<file path="src/rtl/alu_mdu.sv">
// alu_mdu: registered single-cycle ALU operations plus an iterative radix-2
// multiply/divide unit (signed and unsigned) with HI/LO results and a
// start/busy/done handshake.
module alu_mdu #(
  parameter int unsigned WIDTH = 32,
  parameter int unsigned SW    = $clog2(WIDTH)
) (
  input  logic             clk,
  input  logic             clrn,
  input  logic             start,
  input  logic [4:0]       aluc,
  input  logic [WIDTH-1:0] a,
  input  logic [WIDTH-1:0] b,
  output logic [WIDTH-1:0] s,
  output logic             z,
  output logic [WIDTH-1:0] hi,
  output logic [WIDTH-1:0] lo,
  output logic             busy,
  output logic             done,
  output logic             dz
);

  localparam int unsigned CW = $clog2(WIDTH + 1);

  localparam logic [1:0] StIdle = 2'd0;
  localparam logic [1:0] StCalc = 2'd1;
  localparam logic [1:0] StFix  = 2'd2;

  // Control state
  logic [1:0]       state_q, state_d;
  logic [CW-1:0]    cnt_q, cnt_d;
  // Datapath: acc holds product high half / partial remainder,
  // mq holds multiplier -> product low half / dividend -> quotient.
  logic [WIDTH-1:0] acc_q, acc_d;
  logic [WIDTH-1:0] mq_q, mq_d;
  logic [WIDTH-1:0] mcand_q, mcand_d;
  logic             div_q, div_d;
  logic             neg_lo_q, neg_lo_d;
  logic             neg_hi_q, neg_hi_d;
  logic             dzp_q, dzp_d;
  // Registered outputs
  logic [WIDTH-1:0] s_q, s_d;
  logic             z_q, z_d;
  logic [WIDTH-1:0] hi_q, hi_d;
  logic [WIDTH-1:0] lo_q, lo_d;
  logic             busy_q, busy_d;
  logic             done_q, done_d;
  logic             dz_q, dz_d;

  logic [WIDTH-1:0] legacy_res;
  logic             is_mdu;
  logic             a_neg, b_neg;
  logic [WIDTH-1:0] a_mag, b_mag;
  logic [WIDTH-1:0] addend;
  logic [WIDTH:0]   mul_sum;
  logic [WIDTH:0]   trial;
  logic [WIDTH:0]   diff;
  logic [2*WIDTH-1:0] prod;
  logic [WIDTH-1:0] fix_hi, fix_lo;

  assign is_mdu = (aluc[4:2] == 3'b100);
  assign a_neg  = aluc[0] & a[WIDTH-1];
  assign b_neg  = aluc[0] & b[WIDTH-1];
  assign a_mag  = a_neg ? -a : a;
  assign b_mag  = b_neg ? -b : b;

  // Single-cycle ALU result; encodings outside the table yield zero
  always_comb begin
    legacy_res = '0;
    casez (aluc)
      5'b0?000: legacy_res = a + b;
      5'b0?100: legacy_res = a - b;
      5'b0?001: legacy_res = a & b;
      5'b0?101: legacy_res = a | b;
      5'b0?010: legacy_res = a ^ b;
      5'b0?110: legacy_res = a << (WIDTH / 2);
      5'b00011: legacy_res = b << a[SW-1:0];
      5'b00111: legacy_res = b >> a[SW-1:0];
      5'b01111: legacy_res = $unsigned($signed(b) >>> a[SW-1:0]);
      5'b01011: legacy_res = {{(WIDTH-1){1'b0}}, (a > b)};
      default:  legacy_res = '0;
    endcase
  end

  // One radix-2 step: shift-add multiply and restoring divide
  always_comb begin
    addend  = mq_q[0] ? mcand_q : '0;
    mul_sum = {1'b0, acc_q} + {1'b0, addend};
    trial   = {acc_q, mq_q[WIDTH-1]};
    // Borrow in bit WIDTH means the divisor did not fit
    diff    = trial - {1'b0, mcand_q};
  end

  // Sign correction of the magnitude results
  always_comb begin
    prod   = {acc_q, mq_q};
    fix_hi = acc_q;
    fix_lo = mq_q;
    if (div_q) begin
      fix_lo = neg_lo_q ? -mq_q : mq_q;
      fix_hi = neg_hi_q ? -acc_q : acc_q;
    end else if (neg_lo_q) begin
      prod = -prod;
      {fix_hi, fix_lo} = prod;
    end
  end

  // FSM and datapath next-state
  always_comb begin
    state_d  = state_q;
    cnt_d    = cnt_q;
    acc_d    = acc_q;
    mq_d     = mq_q;
    mcand_d  = mcand_q;
    div_d    = div_q;
    neg_lo_d = neg_lo_q;
    neg_hi_d = neg_hi_q;
    dzp_d    = dzp_q;
    s_d      = s_q;
    z_d      = z_q;
    hi_d     = hi_q;
    lo_d     = lo_q;
    busy_d   = busy_q;
    done_d   = 1'b0;
    dz_d     = dz_q;

    case (state_q)
      StIdle: begin
        if (start) begin
          if (is_mdu) begin
            busy_d   = 1'b1;
            div_d    = aluc[1];
            cnt_d    = '0;
            acc_d    = '0;
            mq_d     = a_mag;
            mcand_d  = b_mag;
            neg_lo_d = a_neg ^ b_neg;
            // Remainder follows the dividend; a product only needs neg_lo
            neg_hi_d = aluc[1] ? a_neg : (a_neg ^ b_neg);
            if (aluc[1] && (b == '0)) begin
              // Divide by zero: preload the final results, skip iteration
              acc_d    = a;
              mq_d     = '1;
              neg_lo_d = 1'b0;
              neg_hi_d = 1'b0;
              dzp_d    = 1'b1;
              state_d  = StFix;
            end else begin
              dzp_d   = 1'b0;
              state_d = StCalc;
            end
          end else begin
            s_d    = legacy_res;
            z_d    = (legacy_res == '0);
            done_d = 1'b1;
            dz_d   = 1'b0;
          end
        end
      end
      StCalc: begin
        cnt_d = cnt_q + CW'(1);
        if (div_q) begin
          acc_d = diff[WIDTH] ? trial[WIDTH-1:0] : diff[WIDTH-1:0];
          mq_d  = {mq_q[WIDTH-2:0], ~diff[WIDTH]};
        end else begin
          acc_d = mul_sum[WIDTH:1];
          mq_d  = {mul_sum[0], mq_q[WIDTH-1:1]};
        end
        if (cnt_q == CW'(WIDTH - 1)) begin
          state_d = StFix;
        end
      end
      StFix: begin
        hi_d    = fix_hi;
        lo_d    = fix_lo;
        s_d     = fix_lo;
        z_d     = (fix_lo == '0);
        dz_d    = dzp_q;
        done_d  = 1'b1;
        busy_d  = 1'b0;
        state_d = StIdle;
      end
      default: begin
        busy_d  = 1'b0;
        state_d = StIdle;
      end
    endcase
  end

  // State registers; reset aborts any operation in flight
  always_ff @(posedge clk or negedge clrn) begin
    if (!clrn) begin
      state_q  <= StIdle;
      cnt_q    <= '0;
      acc_q    <= '0;
      mq_q     <= '0;
      mcand_q  <= '0;
      div_q    <= 1'b0;
      neg_lo_q <= 1'b0;
      neg_hi_q <= 1'b0;
      dzp_q    <= 1'b0;
      s_q      <= '0;
      z_q      <= 1'b1;
      hi_q     <= '0;
      lo_q     <= '0;
      busy_q   <= 1'b0;
      done_q   <= 1'b0;
      dz_q     <= 1'b0;
    end else begin
      state_q  <= state_d;
      cnt_q    <= cnt_d;
      acc_q    <= acc_d;
      mq_q     <= mq_d;
      mcand_q  <= mcand_d;
      div_q    <= div_d;
      neg_lo_q <= neg_lo_d;
      neg_hi_q <= neg_hi_d;
      dzp_q    <= dzp_d;
      s_q      <= s_d;
      z_q      <= z_d;
      hi_q     <= hi_d;
      lo_q     <= lo_d;
      busy_q   <= busy_d;
      done_q   <= done_d;
      dz_q     <= dz_d;
    end
  end

  assign s    = s_q;
  assign z    = z_q;
  assign hi   = hi_q;
  assign lo   = lo_q;
  assign busy = busy_q;
  assign done = done_q;
  assign dz   = dz_q;

endmodule

</file>
<file path="config.mk">
export PLATFORM = sky130hd
export DESIGN_NAME = alu_mdu
export DESIGN_NICKNAME = d
export VERILOG_FILES = /design/src/rtl/alu_mdu.sv
export SDC_FILE = /design/constraint.sdc
export NUM_CORES = 1
export LEC_CHECK = 0
export BUFFER_PORTS_ARGS = -buffer_cell sky130_fd_sc_hd__buf_2
export CAP_MARGIN = 20
export CORE_MARGIN = 8
export CORE_UTILIZATION = 55
export DETAILED_ROUTE_END_ITERATION = 16
export PLACE_DENSITY = 0.84
export SETUP_SLACK_MARGIN = 0.2
export SLEW_MARGIN = 20
export SYNTH_ARGS = -nofsm -noshare
export SYNTH_HDL_FRONTEND = slang
export SYNTH_SLANG_ARGS = --single-unit
</file>
<file path="constraint.sdc">
create_clock -name clk -period 5.6 [get_ports clk]
set_clock_uncertainty 0.15 [all_clocks]
set_input_delay 0.56 -clock clk [delete_from_list [all_inputs] [get_ports clk]]
set_output_delay 0.56 -clock clk [all_outputs]
set_load 0.05 [all_outputs]
</file>
# Word-level counts from Yosys, hierarchy flattened
# Index checks and enable logic that the tools add are counted.
# word_totals
out_inout_bits,100
wordCells,116
reg_bits,208
input_bits,72
# op_classes
reduce_logical,13
bitwise,8
mux,48
n_shift,3
n_eq_ne,17
n_addsub,10
magnitude_cmp,1
# ops
operator,n
$mux 32,20
$pmux 32 s10,1
$pmux 32 s2,3
$neg 32->32,4
$logic_not 32->1,3
$neg 64->64,1
$add 32x32->33,1
$sub 33x32->33,1
$add 32x32->32,1
$and 32x32->32,1
$gt 32x32->1,1
$or 32x32->32,1
$shl 32x5->32,1
$shr 32x5->32,1
$sshr 32x5->32,1
$sub 32x32->32,1
$xor 32x32->32,1
$reduce_and 3->1,5
$eq 4x3->1 const B,3
$mux 1,12
$mux 6,2
$pmux 6 s2,1
$eq 5x4->1 const B,2
$mux 2,4
19 further kinds,28

# Depth between registers and ports, before layout
# logic_depth
ltp_word,6
ltp_mapped,20
mapped_depth_nobuf,16

# Worst setup path before layout
# No wires, ideal clock.
# synth_path
kind,input to register
start,input a[2]
end,"register s_q[31], in the netlist s[31]"
setup_ns,0.126
t_arrival_ns,5.140
n_path_buf,6
t_required_ns,5.324
slack_ns,0.185
path_stages,20
cell_sequence,clkbuf_1 -> inv_1 -> buf_2 -> buf_1 -> buf_2 -> buf_1 -> ha_1 -> buf_2 -> nor2b_1 -> a2111o_1 -> a31oi_1 -> a2111oi_0 -> o31a_1 -> o31a_1 -> o21ai_0 -> a21oi_1 -> xnor2_1 -> a221oi_1 -> a21oi_1 -> a221o_1
# synth_between
elab_chain_cells,5
elab_cells_between_ends,9
cone_classes,2 x add/sub; 3 x shift; 4 x mux
# synth_lines
item,line_no,source
from (decl),12,"input logic [WIDTH-1:0] a,"
"$sub 32x32->32, or another cell as far along",72,5'b0?100: legacy_res = a - b;
$pmux 32 s10 (*),70,casez (aluc)
$mux 32 (*),130,if (is_mdu) begin
$mux 32 (*),129,if (start) begin
$pmux 32 s2 (*),127,case (state_q)
to (signal assigned),202,s_q <= '0;
to (signal assigned),219,s_q <= s_d;
to (decl),42,"logic [WIDTH-1:0] s_q, s_d;"
# Every way passes the cells marked *; elsewhere a longest branch is shown, timed or not. The select of a mux whose other input is x is not followed.
# A chain may end at the register's enable or synchronous reset.

# Final worst setup path
# layout_path
start,register mq_q[0]
end,register acc_q[29]
# layout_between
elab_chain_cells,4
# layout_lines
item,line_no,source
from (decl),35,"logic [WIDTH-1:0] mq_q, mq_d;"
from (signal assigned),213,mq_q <= mq_d;
$mux 32,87,addend = mq_q[0] ? mcand_q : '0;
$add 32x32->33,88,"mul_sum = {1'b0, acc_q} + {1'b0, addend};"
$mux 32,162,if (div_q) begin
$pmux 32 s2,127,
to (signal assigned),195,acc_q <= '0;
to (signal assigned),212,acc_q <= acc_d;
to (decl),34,"logic [WIDTH-1:0] acc_q, acc_d;"
# Every way passes these cells.

==> impl_metrics.ini <==
[placed_design]
dp_hpwl_mm = 91.79
place_area_sq_um = 26380
gp_congestion = 1.115
portBuffers = 171

[yosys]
synth_seq_area_share_pct = 21.00
syn_area_sq_um = 24800
synth_edf_count = 0
synth_nets = 3509
syn_inst = 3265
synth_mux_area_share_pct = 9.552
synth_cell_types = 94
synth_top_family_by_area = compound AO/OA/AOI/OAI gates
ys_async_sr_fraction_pct = 100.0
yosysWarningCount = 0
syn_area_per_cell_sq_um = 7.594
synth_adder_area_share_pct = 8.801
synth_top_flop_cell = dfrtp_1
synth-simple-area-share_pct = 19.60
synth_xor_area_share_pct = 6.323
ys_ff_latch = 208
synth_compound_area_share_pct = 28.36

[worst_hold_path]
min_path_cells = 3
hold_path_class = in2reg
hold_path.startpoint = a[31]

[floorplanning]
die_h_um = 228.3
initial_core_util_pct = 55.23
core.rowCount = 78
core_sq_um = 44890
ios = 172
dieArea_sq_um = 52130
die_w_um = 228.3

[clock_network]
insertion_delay_ps = 530
path_clk_slew_ps = 70
htree_levels = 1
clock-sinks = 208
cts_made_buffers = 22
tritoncts = done
clk_path_buf_depth = 3
root_buffer = clkbuf_16
cts_resized = 0
cts_setup_buffers = 0
cts_hold_buf = 1

[critical_path]
worst-setup-path-type = reg2reg
worstPathArrival_ps = 5140
end_kind = flop
worstReg2RegStart = mq_q[0]$_DFFE_PN0P_
ff2ff_path_depth = 16
worstSetupStartpoint = mq_q[0]$_DFFE_PN0P_
crit_required_ps = 5830
start_kind = flop
crit_fanout = 9

[route]
routed_wl_mm = 120.3
vias = 28378
via_per_inst = 7.164
drtIter0Drc = 4035
wl_per_cell_um = 30.38
drc = 0
firstDrtPassIters = 8
postRouteAntennaNets = 0

[timing]
hold_slack_ps = 259.8
final_max_slew_viol_count = 0
min_period_ps = 4908
slew_headroom_pct = 27.63
setup_tns_ps = 0
worst_pin_slew_ps = 1082
report.final.hold_viol_count = 0
fin_crit_sh_pct = 87.65
max_clock_freq_mhz = 203.7
rsz0062_at_grt = no
setup_viol = 0

[power_and_ir_drop]
p_leak_nw = 11.87
vdd_drop_max_v = 0.0005794
powerDensity_nw_per_um2 = 512.3

[layout]
final_area_sq_um = 27180
register_area_sq_um = 5207
area.growth.synth_to_final_pct = 9.638
final_common_cell = nand2_1
drive_above_1_share_pct = 12.89
layout_common_cells = nand2_1 (356), nor2_1 (310), o21ai_0 (283), a21oi_1 (249), dfrtp_1 (206)
multi_input_area_sq_um = 18060
fillCellCount = 4135
nets = 3590

[global_route]
grt_pass1_wl_mm = 176.5
grt_overflow_total = 0
grt_pass1_vias = 26695
grt.total_usage_pct = 44.03
grt_max_degree = 118
antenna_found_initial = 5

[status]
status = complete, no violations

[job]
cap_violations = 0
routing by layer:
layer	wire, um	track usage (%)
met5	48	0
met3	15580	12.07
met2	51770	67.50
met1	43350	54.46
met4	9598	27.71
logic make-up (layout without fill, tap and decap cells):
logic type,count (synthesis),count (layout)
AO/OA/AOI/OAI,1084,1084
AND/OR/NAND/NOR,1061,1061
buffers and inverters,391,486
multiplexers,170,170
XOR/XNOR,179,179
flip-flops,208,208
other,0,1
adder cells (fa/ha/maj),172,172
report_power, final:
group / switching (mW) / internal [mW]
clock network: 0.640 / 0.977
logic: 5.98 / 3.25
registers: 0.865 / 2.21
final cells by class:
cell class	count	area share, %
flip-flops and latches	208	19.16
multi-input cells	2666	66.44
clock buffers	32	2.352
repair buffers	291	6.609
inverters	157	2.168
well taps	600	2.762
diodes	1	0.009205
clock inverters	6	0.5017
flip-flops by register name, summed over array words and instances (netlist names):
register  cells
neg_hi_q      1
mq_q         32
z             1
neg_lo_q      1
done          1
lo           32
s            32
acc_q        32
hi           32
div_q         1
dz            1
cnt_q         6
dzp_q         1
busy          1
mcand_q      32
state_q       2
cells in the mapped netlist (20+ instances only):
master      n  share of area (%)
o22ai_1    20               0.50
ha_1      168                8.5
inv_1     153                2.3
o21bai_1   21               0.64
nand2_1   356                5.4
or3_1      26               0.66
buf_1      21               0.32
mux2i_1   102                4.1
dfrtp_1   207                 21
nand3_1    82                1.7
buf_2      26               0.52
xnor2_1   129                4.6
nor3_1     71                1.4
a21o_1     70                2.1
nand2b_1   28               0.71
o211ai_1   47                1.4
a221oi_1   40                1.4
a21oi_1   249                5.0
clkbuf_1  173                2.6
mux4_2     46                4.2
nor4_1     28               0.71
xor2_1     50                1.8
a31oi_1    57                1.4
nand4_1    31               0.78
o21ai_0   285                5.8
nor2b_1    32               0.81
nor2_1    313                4.7
a211oi_1   38                1.2
and3_1     20               0.50
o31ai_1    53                1.6
path summary, 6_finish.rpt:
path	slack, ps	end
setup / recovery	690	acc_q[29]$_DFFE_PN0P_
max in group asynchronous	3670	lo[8]$_DFFE_PN0P_
min in group asynchronous	440	mcand_q[19]$_DFFE_PN0P_
setup reg to reg	690	acc_q[29]$_DFFE_PN0P_
hold / removal	260	mq_q[31]$_DFFE_PN0P_
hold reg to reg	320	lo[28]$_DFFE_PN0P_
worst max-delay path, cell delays in order (launching register included):
cell	delay, ps
dfrtp_1	610
and2_1	200
ha_1	150
inv_1	50
fa_1	380
nor2b_1	230
o21bai_1	130
a31oi_1	410
a21boi_0	240
o31a_1	400
o31ai_1	460
a31oi_1	290
o31ai_1	420
mux2i_1	220
a21oi_1	80
a221oi_1	220
o21ai_0	120
metrics by stage:
step                worst slack [ps]  total power, mW  instances  util (%)
finish                         691.6            13.93       3961     60.55
CTS                            825.3            13.63       3959     60.51
global route                   497.9            14.66       3960     60.55
detailed placement             596.2            11.95       3920     58.76
floorplan                      324.6            9.585       3265         -
global placement               619.6            11.78       3920     58.76
Note: power is estimated with default switching activity, not from simulation.
